### src/rtl/noekeon_round_const_seq.sv
// NOEKEON round-constant sequencer: emits NR+1 constants in encrypt or decrypt order.
// Optional build macro NOEKEON_RC_RESTART_EN lets inStart restart a running sequence.
module noekeon_round_const_seq #(
  parameter int NR = 16
) (
  input  logic       inClk,
  input  logic       inRstN,
  input  logic       inStart,
  input  logic       inDecrypt,
  input  logic       inNext,
  output logic [7:0] outRoundConst,
  output logic [4:0] outRoundNum,
  output logic       outValid,
  output logic       outLast,
  output logic       outDone,
  output logic       outState
);

  // Handshake: a constant is offered while outValid is high; the consumer
  // pulses inNext in any cycle it has taken it, and the block advances on
  // that clock edge. Without inNext everything holds indefinitely.

  typedef enum logic {
    IDLE = 1'b0,
    RUN  = 1'b1
  } state_t;

  localparam logic [7:0] ENC_START = 8'h80;
  localparam logic [4:0] LAST_NUM  = 5'(NR);

`ifdef NOEKEON_RC_RESTART_EN
  localparam bit RESTART_EN = 1'b1;
`else
  localparam bit RESTART_EN = 1'b0;
`endif

  function automatic logic [7:0] enc_step(input logic [7:0] c);
    return {c[6:0], 1'b0} ^ (c[7] ? 8'h1B : 8'h00);
  endfunction

  function automatic logic [7:0] dec_step(input logic [7:0] c);
    logic [7:0] x;
    x = c ^ 8'h1B;
    return c[0] ? {1'b1, x[7:1]} : {1'b0, c[7:1]};
  endfunction

  // Evaluated at elaboration only, so the decrypt start costs no run-time iteration.
  function automatic logic [7:0] fwd_const(input int k);
    logic [7:0] c;
    c = ENC_START;
    for (int i = 0; i < k; i++) c = enc_step(c);
    return c;
  endfunction

  localparam logic [7:0] DEC_START = fwd_const(NR);

  if (NR < 1 || NR > 31) begin : g_nr_range
    $error("noekeon_round_const_seq: NR must be in 1..31");
  end

  state_t     state;
  logic [7:0] rc;
  logic [4:0] num;
  logic       dir;
  logic       done;
  logic [7:0] start_val;

  assign start_val = inDecrypt ? DEC_START : ENC_START;

  always_ff @(posedge inClk or negedge inRstN) begin
    if (!inRstN) begin
      state <= IDLE;
      rc    <= 8'h00;
      num   <= 5'd0;
      dir   <= 1'b0;
      done  <= 1'b0;
    end else begin
      done <= 1'b0;
      case (state)
        IDLE: begin
          if (inStart) begin
            state <= RUN;
            num   <= 5'd0;
            dir   <= inDecrypt;
            rc    <= start_val;
          end
        end
        RUN: begin
          if (RESTART_EN && inStart) begin
            num <= 5'd0;
            dir <= inDecrypt;
            rc  <= start_val;
          end else if (inNext) begin
            if (num == LAST_NUM) begin
              state <= IDLE;
              done  <= 1'b1;
            end else begin
              num <= num + 5'd1;
              rc  <= dir ? dec_step(rc) : enc_step(rc);
            end
          end
        end
      endcase
    end
  end

  assign outRoundConst = rc;
  assign outRoundNum   = num;
  assign outValid      = (state == RUN);
  assign outLast       = (state == RUN) && (num == LAST_NUM);
  assign outDone       = done;
  assign outState      = state;

  a_num_bound : assert property (@(posedge inClk) disable iff (!inRstN) num <= LAST_NUM);
  a_done_idle : assert property (@(posedge inClk) disable iff (!inRstN) done |-> state == IDLE);

endmodule

### config.mk
export PLATFORM = sky130hd
export DESIGN_NAME = noekeon_round_const_seq
export DESIGN_NICKNAME = d
export VERILOG_FILES = /design/src/rtl/noekeon_round_const_seq.sv
export SDC_FILE = /design/constraint.sdc
export NUM_CORES = 1
export LEC_CHECK = 0
export BUFFER_PORTS_ARGS = -buffer_cell sky130_fd_sc_hd__buf_2
export CAP_MARGIN = 25
export CORE_MARGIN = 2
export CORE_UTILIZATION = 51
export CTS_CLUSTER_SIZE = 40
export DETAILED_ROUTE_END_ITERATION = 12
export PLACE_DENSITY = 0.77
export SLEW_MARGIN = 20
export SYNTH_ARGS = -nofsm -noshare
export SYNTH_HDL_FRONTEND = slang
export SYNTH_SLANG_ARGS = --single-unit
### constraint.sdc
create_clock -name inClk -period 2 [get_ports inClk]
set_input_delay 0.2 -clock inClk [delete_from_list [all_inputs] [get_ports inClk]]
set_output_delay 0.2 -clock inClk [all_outputs]
set_load 0.02 [all_outputs]
# Word-level counts from Yosys, hierarchy flattened
# Index checks and enable logic that the tools add are counted.
# Widths: inputs -> output; s select.
word_totals:
  register_bits: 16
  latchBits: 0
  mem_bits_rw: 0
  mem_bits_ro: 0
  in_bits: 5
  output_inout_bits: 17
  wordCells: 35
  n_memories: 0
classes:
  n_addsub: 1
  mul: 0
  div: 0
  n_lt_le_gt_ge: 0
  eq_ne: 4
  shift: 0
  mux: 19
  n_bitwise: 3
  n_reduce_logical: 3
ops:
  columns: ["operator", "n"]
  rows:
  - ["$mux 8", 5]
  - ["$mux 5", 4]
  - ["$pmux 8 s2", 1]
  - ["$pmux 5 s2", 1]
  - ["$xor 8x5->8", 1]
  - ["$mux 7", 1]
  - ["$mux 1", 6]
  - ["$ne 2x2->1 const B", 3]
  - ["$add 5x1->5 const B", 1]
  - ["$eq 5x5->1 const B", 1]
  - ["$not 4->4", 1]
  - ["$reduce_and 3->1", 1]
  - ["$pmux 1 s2", 1]
  - ["$reduce_and 2->1", 1]
  - ["$logic_and 1x1->1", 1]
  - ["$not 1->1", 1]

# Depth between registers and ports, before layout
logic_depth:
  depth_word: 6
  depth_mapped: 5
  mapped_depth_nobuf: 5

# Least setup slack after synthesis
# Ideal clock, no wire load.
synth_path:
  kind: "reg2reg"
  from: "register num[0], in the netlist outRoundNum[0]"
  to: "register num[4], in the netlist outRoundNum[4]"
  setup_time_ns: 0.126
  arrival_ns: 1.531
  t_required_ns: 1.874
  slack_ns: 0.343
  path_stages_with_launch: 6
  n_path_buf: 0
  period_less_slack_ns: 1.657
  path_cell_list: "dfrtp_1 > inv_1 > ha_1 > and4bb_4 > a21o_1 > a221o_1"
synth_between:
  elab_chain_len: 4
  word_cells_on_any_way: 7
  classes_between: "add/sub: 1; eq/ne: 2; mux: 3; reduce/logical: 1"
synth_rtl:
  columns: ["element", "line_no", "rtl"]
  rows:
  - ["from (decl)", "63", "logic [4:0] num;"]
  - ["from (signal assigned)", "98", "num <= num + 5'd1;"]
  - ["$add 5x1->5", "98", null]
  - ["$mux 5", "94", "if (num == LAST_NUM) begin"]
  - ["$mux 5", "93", "end else if (inNext) begin"]
  - ["$pmux 5 s2", "79", "case (state)"]
# Parallel ways exist; a longest one is shown, timed or not. The select of a mux whose other input is x is not followed.
# A chain may end at the register's enable or synchronous reset.

# Worst setup path after layout
layout_path:
  from: "register num[0], in the netlist outRoundNum[0]"
  to: "output outLast"
layout_between:
  elab_chain_len: 2
layout_rtl:
  columns: ["element", "line_no", "rtl"]
  rows:
  - ["$eq 5x5->1", "110", "assign outLast = (state == RUN) && (num == LAST_NUM);"]
  - ["$logic_and 1x1->1", "110", null]
  - ["to (decl)", "14", "output logic outLast,"]
# No other way between the ends.

==> impl_metrics.env <==
export IMPL_fin_crit_sh_pct=86.1
export IMPL_internal_power_mw=0.934
export IMPL_status="finished clean"
export IMPL_worst_slack_ps=279
export IMPL_required_ps=1800
export IMPL_fin_crit_ps=1720
export IMPL_grt_pass1_vias=609
export IMPL_path_class="flip-flop to primary output"
export IMPL_die_w_um=45.6
export IMPL_synthDistinctLibCells=35
export IMPL_rsz0062_at_grt="false"
export IMPL_rr_startpoint="outRoundNum[0]"
export IMPL_vias=664
export IMPL_multi_input_comb_area_um2=444
export IMPL_setup_violations=0
export IMPL_r2r_slack_ps=400
export IMPL_synth_edff_count=0
export IMPL_slew_violations=0
export IMPL_syn2layout_area_growth_pct=16.0
export IMPL_portBuffers=21
export IMPL_antenna_found_initial=0
export IMPL_hold_start="inDecrypt"
export IMPL_relSlewSlack_pct=66.1
export IMPL_ys_ff_latch=16
export IMPL_clk_pin_slew_worst_paths_ps=90
export IMPL_grtUsageMet3_pct=3.57
export IMPL_max_stage_delay_ps=410
export IMPL_cts_setup_buffers=0
export IMPL_hold_end="dir"
export IMPL_setup_tns_ps=0
export IMPL_p_comb_share_pct=49.7
export IMPL_tightest_slew_ps=495
export IMPL_finish_instance_area_um2=1030
export IMPL_grtUsageTotal_pct=19.3
export IMPL_busiest_layer="met2"
export IMPL_synth_top_cells_by_count="dfrtp_1 (16), mux2i_1 (7), xnor2_1 (5)"
export IMPL_pwr_share_clk_pct=10.2
export IMPL_coreArea_um2=1670
export IMPL_drive_above_1_share_pct=29.4
export IMPL_grt_overflow=0
export IMPL_rr_worst_depth=5
export IMPL_drtIter0Drc=6
export IMPL_grt_pass1_wl_um=2790
export IMPL_die_h_um=45.6
export IMPL_drv_cap=0
export IMPL_cts_buffers=3
export IMPL_fin_cells=119
export IMPL_syn_inst=81
export IMPL_io_pins=22
export IMPL_dp_slack_ps=405
export IMPL_via_per_inst=5.58
export IMPL_power_switching_mw=0.725
export IMPL_final_core_util_pct=61.4
export IMPL_firstDrtPassIters=4
export IMPL_path_max_fanout=6
export IMPL_powerDensity_nw_per_um2=1620
export IMPL_synth_avg_cell_area_um2=10.9
export IMPL_layout_nets=111
export IMPL_cp_cell_sequence="inv_1, ha_1, and4bb_4, and2_1, buf_2"
export IMPL_htreeDepth=1
export IMPL_clkSinkCount=16
export IMPL_p_leak_nw=0.510
export IMPL_yosysMostFrequentCell="dfrtp_1"
export IMPL_r2r_end="outRoundNum[4]"
export IMPL_critPathSlowestCell="dfrtp_1"
export IMPL_yosys_top_cells_area="dfrtp_1 (45%), mux2i_1 (7.9%), xnor2_1 (5.0%)"
export IMPL_async_flop_share_pct=100
export IMPL_endpoint_kind="primary output"
export IMPL_synth_top_area_cell="dfrtp_1"
export IMPL_netlist_area_leader_share_pct=45.3
export IMPL_hold_viol_final=0
export IMPL_row_count=15
export IMPL_worstHoldPathCells=2
export IMPL_post_drt_wl_per_cell_um=14.3
export IMPL_cts_tree="done"
export IMPL_met1_usage_pct=25.8
export IMPL_synth_nets=88
export IMPL_postPlaceCellArea_um2=993
export IMPL_synthFlopType="dfrtp_1"
export IMPL_drc=0
export IMPL_p_total_mw=1.66
export IMPL_grtUsageMet2_pct=28.5
export IMPL_seqCellArea_um2=400
export IMPL_fmax_mhz=581
export IMPL_dp_cells=115
export IMPL_start_util_pct=53.0
export IMPL_seq_area_frac_synth_pct=45.3
export IMPL_worstPathArrival_ps=1520
export IMPL_cts_root_buf="clkbuf_4"
export IMPL_swShare_pct=43.7
export IMPL_hold_slack_ps=165
export IMPL_grt_max_degree=17
export IMPL_startpoint_type="flip-flop"
export IMPL_skew_ps=0.961
export IMPL_fillers=147
export IMPL_min_path_type="primary input to flip-flop"
export IMPL_clockBufferDepth=2
export IMPL_place_hpwl_um=1250
export IMPL_vdd_drop_max_uv=725
export IMPL_wirelength_um=1700
export IMPL_yosysWarnings=0
export IMPL_clk_latency_ps=290
export IMPL_ant_nets=0
export IMPL_dieArea_um2=2080
export IMPL_p_seq_share_pct=40.1
export IMPL_gp_congestion=0.794
export IMPL_netlist_area_um2=885
export IMPL_num_antenna_cells=0
[cells by family (layout without fill, tap and decap cells)]
kind of cell    Yosys count  after routing  synth area share [%]
simple gates             19             19                  12.0
compound gates           18             18                  16.7
flops                    16             16                  45.3
mux                      10             10                  11.7
buf+inv                   9             30                  4.53
xor+xnor                  7              7                  6.93
fa+ha+maj                 2              2                  2.83
[registers in the layout (all words and copies together) (netlist names)]
register,count
outRoundNum,5
outRoundConst,8
dir,1
outState,1
outDone,1
[how the worst max path moves through the flow]
stage                   startpoint        endpoint  slack [ps]
finish              outRoundNum[0]         outLast         280
global route        outRoundNum[0]         outLast         190
CTS                 outRoundNum[0]         outLast         270
detailed placement  outRoundNum[0]  outRoundNum[4]         410
global placement    outRoundNum[0]  outRoundNum[4]         440
floorplan           outRoundNum[0]  outRoundNum[4]         340
[cells in the final DEF (no fill, tap or decap), drive strengths merged, types with 3 or more instances in the layout]
| cell type | synthesis | layout |
|---|---|---|
| a22o | 4 | 4 |
| buf | 3 | 22 |
| clkbuf | 2 | 3 |
| dfrtp | 16 | 16 |
| inv | 4 | 4 |
| mux2 | 3 | 3 |
| mux2i | 7 | 7 |
| nand2 | 3 | 3 |
| nand3 | 3 | 3 |
| nor2 | 4 | 4 |
| xnor2 | 5 | 5 |
[power by group through the flow]
stage / Clock (mW) / Combinational (mW) / Sequential, mW
6_report: 0.170 / 0.825 / 0.665
5_1_grt: 0.187 / 0.908 / 0.699
4_1_cts: 0.174 / 0.833 / 0.666
3_5_place_dp: 0 / 0.825 / 0.671
3_3_place_gp: 0 / 0.811 / 0.666
2_1_floorplan: 0 / 0.541 / 0.735
[repair_timing]
| action | CTS | global route |
|---|---|---|
| gates resized for setup | 0 | 0 |
| endpoints found under the hold margin | 16 | 0 |
| hold buffers | 1 | 0 |
[cell type report]
type	count	area share, %
Sequential cell	16	39.0
Tap cell	17	2.07
Timing Repair Buffer	23	12.0
Inverter	4	1.46
Multi-Input combinational cell	56	43.3
Clock buffer	3	2.20
[worst max-delay path: cells and delay by family (launching register included)]
kind          cells  cell delay (ps)
simple gates      2              420
flops             1              410
buf+inv           2              250
fa+ha+maj         1              150
[metal layers]
metal | routed length (um) | vias to the layer above
li1 | - | 334
met1 | 809 | 309
met2 | 780 | 16
met3 | 64 | 5
met4 | 42 | 0
met5 | 0 | -
(Power assumes the default switching activity.)
